[config.mk]
export PLATFORM = sky130hd
export DESIGN_NAME = lcd_linebuf_ctrl
export DESIGN_NICKNAME = d
export VERILOG_FILES = /design/src/rtl/lcd_linebuf_ctrl.sv
export SDC_FILE = /design/constraint.sdc
export NUM_CORES = 1
export LEC_CHECK = 0
export CORE_MARGIN = 10
export CORE_UTILIZATION = 35
export DETAILED_ROUTE_END_ITERATION = 10
export GPL_ROUTABILITY_DRIVEN = 0
export GPL_TIMING_DRIVEN = 0
export PLACE_DENSITY_LB_ADDON = 0.08
export SETUP_SLACK_MARGIN = 0.5
export SLEW_MARGIN = 40
export SYNTH_ARGS = -nofsm -noshare
export SYNTH_HDL_FRONTEND = slang
export SYNTH_SLANG_ARGS = --single-unit
[constraint.sdc]
create_clock -name clk -period 1.95 [get_ports clk]
set_clock_uncertainty 0.1 [all_clocks]
set_input_delay 0.4875 -clock clk [delete_from_list [all_inputs] [get_ports clk]]
set_output_delay 0.4875 -clock clk [all_outputs]
set_load 0.05 [all_outputs]
[src/rtl/lcd_linebuf_ctrl.sv]
`default_nettype none
// ============================================================================
// Module      : lcd_linebuf_ctrl
// Description : Ping-pong line buffer controller. Tracks per-bank ownership
//               (EMPTY/FILL/FULL/READ) between the PPU writer and the
//               display reader, drives RAM addressing, reports over/underflow.
// Revision    : 1.0 - initial release
// ============================================================================
module lcd_linebuf_ctrl #(
    parameter int WIDTH = 160,
    parameter int AW    = 8
) (
    input  logic          clk,
    input  logic          reset_n,
    input  logic          ce,
    input  logic [1:0]    mode,
    input  logic          pix_valid,
    input  logic [14:0]   pix_data,
    output logic          wr_en,
    output logic [AW:0]   wr_addr,
    output logic [14:0]   wr_data,
    input  logic          rd_line_req,
    input  logic          rd_en,
    output logic [AW:0]   rd_addr,
    output logic          rd_line_ack,
    output logic          line_ready,
    output logic          overflow,
    output logic          underflow,
    input  logic          err_clr
);

    typedef enum logic [1:0] {
        ST_EMPTY = 2'd0,
        ST_FILL  = 2'd1,
        ST_FULL  = 2'd2,
        ST_READ  = 2'd3
    } bank_state_t;

    localparam logic [AW:0]   c_width   = (AW+1)'(WIDTH);
    localparam logic [AW-1:0] c_rd_last = AW'(WIDTH - 1);

    bank_state_t r_bank_st [0:1];
    bank_state_t w_bank_st [0:1];
    logic        r_wbank, w_wbank;
    logic        r_rbank, w_rbank;
    logic [AW:0] r_wptr, w_wptr;
    logic        r_wr_block, w_wr_block;
    logic [1:0]  r_last_mode;

    logic        w_line_start, w_line_end;
    logic        w_grant, w_gbank;
    logic        w_wr_en;
    logic [AW:0] w_wr_addr;
    logic [14:0] w_wr_data;
    logic [AW:0] w_rd_addr;
    logic        w_ack, w_ovf_set, w_unf_set;

    // mode[1] distinguishes the drawing modes (10/11) from the blanking ones
    assign w_line_start = !r_last_mode[1] &&  mode[1];
    assign w_line_end   =  r_last_mode[1] && !mode[1];

    always_comb begin
        w_bank_st[0] = r_bank_st[0];
        w_bank_st[1] = r_bank_st[1];
        w_wbank      = r_wbank;
        w_rbank      = r_rbank;
        w_wptr       = r_wptr;
        w_wr_block   = r_wr_block;
        w_wr_en      = 1'b0;
        w_wr_addr    = wr_addr;
        w_wr_data    = wr_data;
        w_rd_addr    = rd_addr;
        w_ack        = 1'b0;
        w_ovf_set    = 1'b0;
        w_unf_set    = 1'b0;
        w_grant      = 1'b0;
        w_gbank      = 1'b0;

        // Reader decides on the registered states, so a bank turning FULL
        // this very cycle cannot be granted until the next one.
        if (rd_line_req) begin
            if (r_bank_st[~r_rbank] == ST_FULL) begin
                w_grant = 1'b1;
                w_gbank = ~r_rbank;
            end else if (r_bank_st[r_rbank] == ST_FULL) begin
                w_grant = 1'b1;
                w_gbank = r_rbank;
            end
            if (w_grant) begin
                if (r_bank_st[r_rbank] == ST_READ)
                    w_bank_st[r_rbank] = ST_EMPTY;
                w_bank_st[w_gbank] = ST_READ;
                w_rbank   = w_gbank;
                w_rd_addr = {w_gbank, {AW{1'b0}}};
                w_ack     = 1'b1;
            end else begin
                w_unf_set = 1'b1;
                w_rd_addr = {r_rbank, {AW{1'b0}}};
            end
        end else if (rd_en && (rd_addr[AW-1:0] < c_rd_last)) begin
            w_rd_addr = {rd_addr[AW], rd_addr[AW-1:0] + 1'b1};
        end

        if (ce && pix_valid && !r_wr_block && (r_bank_st[r_wbank] == ST_FILL)) begin
            if (r_wptr < c_width) begin
                w_wr_en   = 1'b1;
                w_wr_addr = {r_wbank, r_wptr[AW-1:0]};
                w_wr_data = pix_data;
                w_wptr    = r_wptr + 1'b1;
            end else begin
                w_ovf_set = 1'b1;
            end
        end

        if (w_line_end) begin
            if (!r_wr_block && (w_bank_st[r_wbank] == ST_FILL))
                w_bank_st[r_wbank] = ST_FULL;
        end else if (w_line_start) begin
            // Release by the reader above makes a bank claimable in the same cycle.
            if (w_bank_st[0] == ST_EMPTY) begin
                w_bank_st[0] = ST_FILL;
                w_wbank      = 1'b0;
                w_wptr       = '0;
                w_wr_block   = 1'b0;
            end else if (w_bank_st[1] == ST_EMPTY) begin
                w_bank_st[1] = ST_FILL;
                w_wbank      = 1'b1;
                w_wptr       = '0;
                w_wr_block   = 1'b0;
            end else if (w_bank_st[0] == ST_FULL) begin
                w_bank_st[0] = ST_FILL;
                w_wbank      = 1'b0;
                w_wptr       = '0;
                w_wr_block   = 1'b0;
                w_ovf_set    = 1'b1;
            end else if (w_bank_st[1] == ST_FULL) begin
                w_bank_st[1] = ST_FILL;
                w_wbank      = 1'b1;
                w_wptr       = '0;
                w_wr_block   = 1'b0;
                w_ovf_set    = 1'b1;
            end else begin
                w_wr_block = 1'b1;
                w_ovf_set  = 1'b1;
            end
        end
    end

    always_ff @(posedge clk or negedge reset_n) begin
        if (!reset_n) begin
            r_bank_st[0] <= ST_EMPTY;
            r_bank_st[1] <= ST_EMPTY;
            r_wbank      <= 1'b0;
            r_rbank      <= 1'b1;
            r_wptr       <= '0;
            r_wr_block   <= 1'b0;
            r_last_mode  <= 2'b01;
            wr_en        <= 1'b0;
            wr_addr      <= '0;
            wr_data      <= '0;
            rd_addr      <= {1'b1, {AW{1'b0}}};
            rd_line_ack  <= 1'b0;
            line_ready   <= 1'b0;
            overflow     <= 1'b0;
            underflow    <= 1'b0;
        end else begin
            r_bank_st[0] <= w_bank_st[0];
            r_bank_st[1] <= w_bank_st[1];
            r_wbank      <= w_wbank;
            r_rbank      <= w_rbank;
            r_wptr       <= w_wptr;
            r_wr_block   <= w_wr_block;
            r_last_mode  <= mode;
            wr_en        <= w_wr_en;
            wr_addr      <= w_wr_addr;
            wr_data      <= w_wr_data;
            rd_addr      <= w_rd_addr;
            rd_line_ack  <= w_ack;
            line_ready   <= (r_bank_st[0] == ST_FULL) || (r_bank_st[1] == ST_FULL);
            overflow     <= w_ovf_set | (overflow  & ~err_clr);
            underflow    <= w_unf_set | (underflow & ~err_clr);
        end
    end

endmodule
`default_nettype wire

After elaboration in Yosys (flattened, before gate mapping)
Cells that the tools add are included.
{"block": "totals", "register_bits": 56, "word_cells": 145, "out_inout_bits": 38}
{"block": "classes", "n_eq_ne": 9, "n_mux": 70, "n_bitwise": 17, "add_sub_neg": 2, "order_cmp": 9, "n_reduce_logical": 22}
{"cell": "two-way mux 9 bit", "count": 10}
{"cell": "two-way mux 2 bit", "count": 22}
{"cell": "two-way mux 4 bit", "count": 8}
{"cell": "two-way mux 1 bit", "count": 26}
{"cell": "equality test 2 bit (second input constant)", "count": 7}
{"cell": "logical AND 1 bit", "count": 10}
{"cell": "adder 9 x 1 -> 9 bit (second input constant)", "count": 1}
{"cell": "< comparator 9 x 8 -> 1 bit (second input constant)", "count": 1}
{"cell": "adder 8 x 1 -> 8 bit (second input constant)", "count": 1}
{"cell": ">= comparator 2 bit (second input constant)", "count": 4}
{"cell": "< comparator 8 bit (second input constant)", "count": 1}
{"cell": "two-way mux 8 bit", "count": 1}
{"cell": "inverter 1 -> 2 bit", "count": 4}
{"cell": "demux 2 bit (select 1 bit)", "count": 3}
{"cell": "< comparator 2 x 1 -> 1 bit (second input constant)", "count": 3}
{"cell": "AND reduction 2 bit", "count": 3}
{"cell": "AND 4 bit", "count": 1}
{"cell": "equality test 2 x 1 -> 1 bit (second input constant)", "count": 2}
{"cell": "zero test 2 bit", "count": 2}
{"cell": "inverter 4 bit", "count": 1}
{"cell": "bitwise OR 4 bit", "count": 1}
{"cell": "nonzero test 4 bit", "count": 1}
{"cell": "zero test 1 bit", "count": 3}
{"cell": "inverter 1 bit", "count": 3}
{"cell": "8 further kinds", "count": 10}

Logic depth before layout (Yosys ltp)
Gate-level depths: netlist of the first run.
{"block": "logic_depth", "depth_word": 23, "mapped_depth": 7, "depth_no_buf": 5}

Worst setup path before layout of the first run
Ideal clock, no wire load.
{"block": "synth_timing", "path_kind": "register to register", "start": "reg rd_addr[0]", "end": "reg rd_addr[1]", "required_ns": 1.718, "arrival_time_ns": 1.868, "path_stages_with_launch": 6, "slack_ns": -0.149, "n_path_buf": 0, "path_cell_list": "dfrtp_1 > ha_1 > nand4_1 > a31oi_1 > mux2i_1 > nor2_1"}
{"block": "synth_between", "elab_chain_cells": 3}
{"item": "start, declared", "line": "24", "text": "output logic [AW:0] rd_addr,"}
{"item": "start signal, assigned", "line": "161", "text": "rd_addr <= {1'b1, {AW{1'b0}}};"}
{"item": "start signal, assigned", "line": "177", "text": "rd_addr <= w_rd_addr;"}
{"item": "adder 8 x 1 -> 8 bit / < comparator 8 bit (equally long branches)", "line": "101, 100"}
{"item": "two-way mux 8 bit / logical AND 1 bit (equally long branches)", "line": "100", "text": "end else if (rd_en && (rd_addr[AW-1:0] < c_rd_last)) begin"}
{"item": "two-way mux 9 bit / nonzero test 2 bit (equally long branches)"}
Several ways; a longest one is shown, not always the timed one. The select of a mux whose other input is x is not followed.
A chain may end at the register's enable or synchronous reset.

Worst setup path after layout of the first run
{"block": "layout_timing", "start": "reg r_bank_st[0] (netlist name)", "end": "reg wr_addr[2]"}
{"block": "layout_between", "elab_chain_cells": 6}
{"item": "start, declared", "line": "42", "text": "bank_state_t r_bank_st [0:1];"}
{"item": "two-way mux 2 bit (implied by the code) (3 in a row)", "line": "104", "text": "if (ce && pix_valid && !r_wr_block && (r_bank_st[r_wbank] == ST_FILL)) begin"}
{"item": "equality test 2 x 1 -> 1 bit", "line": "104"}
{"item": "logical AND 1 bit", "line": "104"}
{"item": "AND reduction 2 bit (no source line)"}
{"item": "end signal, assigned", "line": "175", "text": "wr_addr <= w_wr_addr;"}
{"item": "end, declared", "line": "20", "text": "output logic [AW:0] wr_addr,"}
No other way between the ends. The select of a mux whose other input is x is not followed.

==> results of run 1 <==
## worst register-to-register path, cell delays in order, from the launching register on
cell and delay (ps):
dfrtp_1 380, buf_6 120, and3b_2 220, o2111ai_4 230, or2_1 150, buf_6 150, buf_12 150, mux2_4 300
## layer usage
metal	vias to the layer above	wire, um	GRT usage (%)
met1	1063	3065	14.79
met5	-	0	0
met3	4	278	3.350
met2	47	3364	19.51
met4	0	50	3.725
li1	1015	-	-
## metrics by stage
step	hold WS [ps]	TNS, ps	std cells	util (%)
floorplan	91.91	0	214	-
global route	455.3	-304.5	428	58.15
global placement	381.5	-98420	373	46.71
detailed placement	316.1	-11120	374	46.96
finish	412.4	0	428	58.15
CTS	399.8	0	416	54.58
## where the power goes
group          switching [uW]  internal [uW]  total, uW  leakage (uW)
clock                     357            247        604     0.0000373
sequential                193           1390       1580      0.000708
combinational            1070            931       2000       0.00120
## state kept, by name, indices dropped and copies added (netlist names)
register     cells
r_rbank          1
r_last_mode      1
wr_addr          9
r_wr_block       1
wr_data         15
underflow        1
rd_addr          9
line_ready       1
overflow         1
r_wbank          1
wr_en            1
rd_line_ack      1
r_wptr           9
r_bank_st        4
## synthesized netlist by cell type
cell type / n
and2_1: 2
dfstp_2: 2
xnor2_1: 1
nor2b_1: 5
clkbuf_1: 4
o2111ai_2: 1
nor2_1: 7
buf_6: 3
a31oi_1: 4
nor3_1: 1
a2bb2oi_1: 1
nand2_1: 7
o21ba_2: 1
or2_1: 1
mux2i_1: 1
or3_1: 5
buf_2: 2
nand3_1: 4
o21a_1: 1
nor3b_1: 2
buf_4: 1
o221ai_1: 2
nor4bb_1: 1
a21o_1: 2
o22ai_1: 2
and3b_1: 1
a41o_1: 1
nor4_1: 1
o31ai_1: 6
xor2_1: 1
dfrtp_1: 53
a41oi_1: 3
nand2b_1: 5
mux2_2: 5
mux2_4: 19
nor3b_2: 1
nand4_1: 5
o21ai_0: 9
or4_1: 6
a21oi_1: 22
ha_1: 2
buf_1: 1
inv_1: 10
## path summary, 6_finish.rpt
path / startpoint / end / slack (ps)
setup / recovery: r_bank_st[0] / wr_addr[2] / 40
hold / removal: rd_addr[8] / rd_addr[8] / 410
setup reg to reg: r_bank_st[0] / wr_addr[2] / 40
hold reg to reg: rd_addr[8] / rd_addr[8] / 410
max in group asynchronous: reset_n / r_bank_st[2] / 740
min in group asynchronous: reset_n / rd_addr[4] / 520
## cell families after synthesis
family          count (synthesis)  share of synthesized area, %
compound gates                 55                         13.65
flops                          55                         54.13
simple gates                   54                         12.52
mux                            25                         13.80
buf+inv                        21                         4.224
xor+xnor                        2                        0.6877
fa+ha+maj                       2                        0.9822
## cell type report
type,count,share of cell area (%)
flip-flops and latches,55,33.31
multi-input cells,139,31.45
repair buffers,107,26.27
plain buffers,11,3.178
well taps,99,2.969
clock buffers,6,1.739
inverters,10,0.8996
clock inverters,1,0.1799
## repair_timing
| action | in CTS | in global routing |
|---|---|---|
| setup buffers | 31 | 12 |
| hold buffers | 1 | 0 |
| gates cloned | 3 | 0 |
| gates resized for setup | 293 | 47 |
| pin swaps | 11 | 10 |
| endpoints found under the setup margin | 90 | 89 |
| endpoints found under the hold margin | 21 | 0 |
==> run metrics, run 1 <==
Pleak 0.001950 uW; peak supply drop 307.6 uV; pwr/cell area 1003 mW/mm2; drt total wl 6758 um; Worst Hold Depth 2; num rows 31; final worst-path cycle share 97.79%; Initial Utilization 35.50%; hpwl dp 4261 um; Period minus WS final 1907 ps; max_slew headroom 77.69%; Crit Path Class reg -> reg; Bufs and invs on worst path 3; Netlist cell types 43; global-route wire length before repair 11040 um; ranking of synthesized cells by area dfrtp_1 52%, mux2_4 11%, a21oi_1 4.3%, mux2_2 2.2%, dfstp_2 2.1%; final hold violation count 0; post-route DRC violation count 0; Seq/Total Area, Yosys 54.13%; largest net degree at the start of global routing 33; final instance area 0.004173 mm2; Pins Over Slew Limit 0; Yosys top cell area share 52.06%; MaxCap Viol Count 0; FF/Latch Area 0.001390 mm2; fmax 0.5244 GHz; total power draw 4185 uW; total gr overflow 0; synth warn 0; # H-tree levels 2; syn nets 240; status complete, no violations; drt via density 4.974; Area Growth Syn to Fin 63.80%; setup slack at placement -366.2 ps; Root Buffer Master clkbuf_8; Nets 355; # setup viols final 0; fillers 606; most frequent cells in the layout 44 x dfrtp_1, 43 x buf_6, 34 x buf_4; layout cells sized above 1 50.76%; Worst EP required 2040 ps; reg2reg path depth 7; DR WL/cell 15.79 um; final worst-path setup slack 43.09 ps; clock sinks 55; Syn Std Cell Area 0.002547 mm2; Die W 105.3 um; multi-input logic area 0.001313 mm2; Antenna Nets Post-Route 0; CP delay by family, top buffers and inverters; Worst-path clk slew 90 ps; Die Height 105.3 um; core area 0.007176 mm2; Yosys reg bits 55; clk_lat worst skew 300 ps; gr usage total 11.90%; DRT Pass-1 Iters 4; Crit Path Max Fanout 10; clk buf depth 2; Crit. End Element flop; worst-path cell chain buf_6, and3b_2, o2111ai_4, or2_1, buf_6, buf_12, mux2_4; instance count on the critical path 7; Detailed Route Iter0 Violations 93; CTS buffer count 5; CTS tree yes; Post-Syn Instances 214; Worst EP arrival 2000 ps; worst slew pin tran 334.6 ps; critical path launch point type flop; Port Buffers 60; Worst path most repeated cell buf_6; vias in the first global route 2160; DIE AREA 0.01109 mm2; RSZ-0062 raised after global routing yes; n_diodes 0; commonest non-fill, non-tap cell in the layout dfrtp_1; mean post-synth cell area 11.90 um2; placed cell areas 0.003369 mm2; initial antenna violation count 0; vias 2129; Hold Path Class reg -> reg; IO Pins 62; Critical Path Slowest Stage Cell dfrtp_1; crit-path max cell delay 380 ps; area leader, netlist dfrtp_1
No activity file was read; power rests on OpenSTA's default activity.
==> run 2, diff against run 1 <==
- CTS_BUF_LIST: unset -> sky130_fd_sc_hd__clkbuf_2
- PLACE_DENSITY: unset -> 0.63
- PLACE_DENSITY_LB_ADDON: 0.08 -> unset
==> run 2 against run 1 <==
  * The flow now finishes with violations (setup timing)
  * Total power fell by 2.3%
  * Flip-flop and latch count did not move
  * Clock-buffer cell count fell by 1
  * Routed wire length rose by 8.8%
  * Sequential power barely moved
  * Fmax fell by 3.7%
  * Critical path depth fell by 1
  * Die area did not move
  * Critical path type unchanged
  * Largest cell class is now multi-input gates
  * Highest routed layer unchanged
==> run metrics, run 2 (same netlist as run 1, synthesis figures left out) <==
status finished with violations; failing checks setup timing; Crit. End Element flop; most frequent cells in the layout 46 x dfrtp_1, 45 x buf_4, 43 x buf_6; vias in the first global route 2247 (+4.0%); post-route DRC violation count 0 (unchanged); core area 0.007176 mm2 (unchanged); crit-path max cell delay 510 ps (+130 ps); fmax 0.5050 GHz (-3.7%); Worst-path clk slew 300 ps (+210 ps); instance count on the critical path 6 (-1); Layout Utilization 60.10% (+2.0 points); Bufs and invs on worst path 2 (-1); Pleak 0.001986 uW (+1.9%); M3 GR Usage 3.167% (-0.18 points); initial antenna violation count 0 (unchanged); Seq pwr share 38.8% (+1.0 points); MaxCap Viol Count 0 (unchanged); setup tns final -311.7 ps (-311.7 ps); Crit Path Max Fanout 10 (unchanged); num rows 31 (unchanged); Worst EP arrival 2270 ps (+270 ps); Crit Path Class reg -> reg; # H-tree levels 2 (unchanged); DRT Pass-1 Iters 4 (unchanged); critical path launch point type flop; Inst Count DP 374 (unchanged); RR Endpoint wr_addr[3]; switching share of total power 41.32% (+2.7 points); pwr/cell area 948.0 mW/mm2 (-5.5%); P_sw 1689 uW (+4.5%); RSZ-0062 raised after global routing yes; drt via density 5.027 (+1.1%); met2 Usage GRT 21.07% (+1.6 points); Area Growth Syn to Fin 69.30%; Root Buffer Master clkbuf_2; max_slew headroom 65.70% (-12 points); reg2reg setup slack -30 ps (-70 ps); Detailed Route Iter0 Violations 99 (+6.5%); CTS buffer count 5 (unchanged); Die Height 105.3 um (unchanged); GRT Max-Usage Layer met2; vias 2207 (+3.7%); fillers 567 (-6.4%); # setup viols final 19 (+19); hpwl dp 4277 um (+0.37%); DR WL/cell 16.75 um (+6.1%); drt total wl 7355 um (+8.8%); global-route wire length before repair 11700 um (+5.9%); worst-path cell chain nor3b_4, o2111ai_4, or2_1, buf_6, buf_12, mux2_4; peak supply drop 298.5 uV (-3.0%); r2r startpoint r_bank_st[3]; final worst-path cycle share 101.6% (+3.8 points); final hold violation count 0 (unchanged); final worst-path setup slack -30.31 ps (-73.40 ps); commonest non-fill, non-tap cell in the layout dfrtp_1; Largest register FFs 15 (unchanged); clock share of power 11.7% (-2.7 points); IO Pins 62 (unchanged); reg2reg path depth 6 (-1); total gr overflow 0 (unchanged); largest net degree at the start of global routing 32 (-3.0%); M1 GR Usage 15.23% (+0.44 points); Antenna Nets Post-Route 0 (unchanged); Worst EP required 2240 ps (+200 ps); Critical Path Slowest Stage Cell dfrtp_2; layout cells sized above 1 59.12% (+8.4 points); worst slew pin tran 514.5 ps (+179.9 ps); CTS tree yes; clk_lat worst skew 470 ps (+170 ps); CP delay by family, top simple AND/OR/NAND/NOR gates; Comb pwr share 49.5% (+1.8 points); DIE AREA 0.01109 mm2 (unchanged); Nets 365 (+2.8%); Period minus WS final 1980 ps (+73.40 ps); internal power 2399 uW (-6.6%); n_diodes 0 (unchanged); clock sinks 55 (unchanged); setup slack at placement -361.5 ps (+4.636 ps); final instance area 0.004313 mm2 (+3.4%); clk buf depth 2 (unchanged); gr usage total 12.53% (+0.64 points); Hold Path Class in -> async; fin cells 439 (+2.6%); Port Buffers 60 (unchanged); Die W 105.3 um (unchanged); placed cell areas 0.003369 mm2 (unchanged); Worst Setup EP wr_addr[3]; Initial Utilization 35.50% (unchanged); crit path from r_bank_st[3]; largest register by flop count wr_data; Pins Over Slew Limit 0 (unchanged)
==> run 2: changes by cell type in the layout (fill, tap and decap cells not counted), moves of 6 or more <==
| cell | delta |
|---|---|
| a21oi_2 | +12 |
| clkbuf_8 | -6 |
| a21oi_1 | -11 |
| or4_4 | +6 |
| or4_1 | -6 |
| buf_4 | +11 |
==> run 2: timing repair <==
| item | CTS | global route |
|---|---|---|
| setup buffers | 39 | 15 |
| pin swaps | 22 | 14 |
| endpoints found under the setup margin | 87 | 90 |
| gates cloned | 2 | 0 |
| gates resized for setup | 306 | 52 |
| hold buffers | 1 | 0 |
| endpoints found under the hold margin | 22 | 0 |
==> run 2: stage by stage <==
stage	hold slack (ps)	total power (uW)
5_1_grt	344.6	4275
2_1_floorplan	91.91	2608
4_1_cts	320.9	3902
3_5_place_dp	324.7	3154
6_report	310.6	4089
3_3_place_gp	381.6	3132
==> run 2: metal layers <==
layer	vias up	share of wire [%]
met2	51	51
met4	0	2.2
met5	-	0
li1	1037	-
met1	1104	42
met3	15	4.8
==> run 2: how the worst min path moves through the flow <==
stage               startpoint         end  slack (ps)  cells after the start
finish                 reset_n  line_ready         310                      2
global route           reset_n   r_wptr[2]         340                      2
CTS                    reset_n   r_wptr[8]         320                      2
detailed placement     reset_n  rd_addr[2]         320                      1
global placement    rd_addr[8]  rd_addr[8]         380                      2
floorplan              reset_n  line_ready          90                      0
==> run 2: power by group through the flow <==
stage | sequential (uW) | clock (uW) | combinational (uW)
final | 1590 | 480 | 2020
after detailed placement | 1580 | 0 | 1580
after global routing | 1620 | 531 | 2120
after CTS | 1570 | 498 | 1840
after global placement | 1570 | 0 | 1570
after floorplan | 2180 | 0 | 432
==> run 2: final cells by class <==
class                   instances  area (um2)  share of cell area (%)
well taps                      99       123.9                   2.872
inverters                      10       37.54                  0.8703
flip-flops and latches         55        1388                   32.17
multi-input cells             139        1400                   32.46
repair buffers                117        1167                   27.07
clock buffers                   5       25.02                  0.5802
plain buffers                  11       152.6                   3.539
clock inverters                 3       18.77                  0.4352
==> run 2: worst reg2reg max path, stage by stage (launching register included) <==
cell and delay [ps]:
dfrtp_2 510, nor3b_4 270, o2111ai_4 170, or2_1 260
buf_6 140, buf_12 150, mux2_4 300
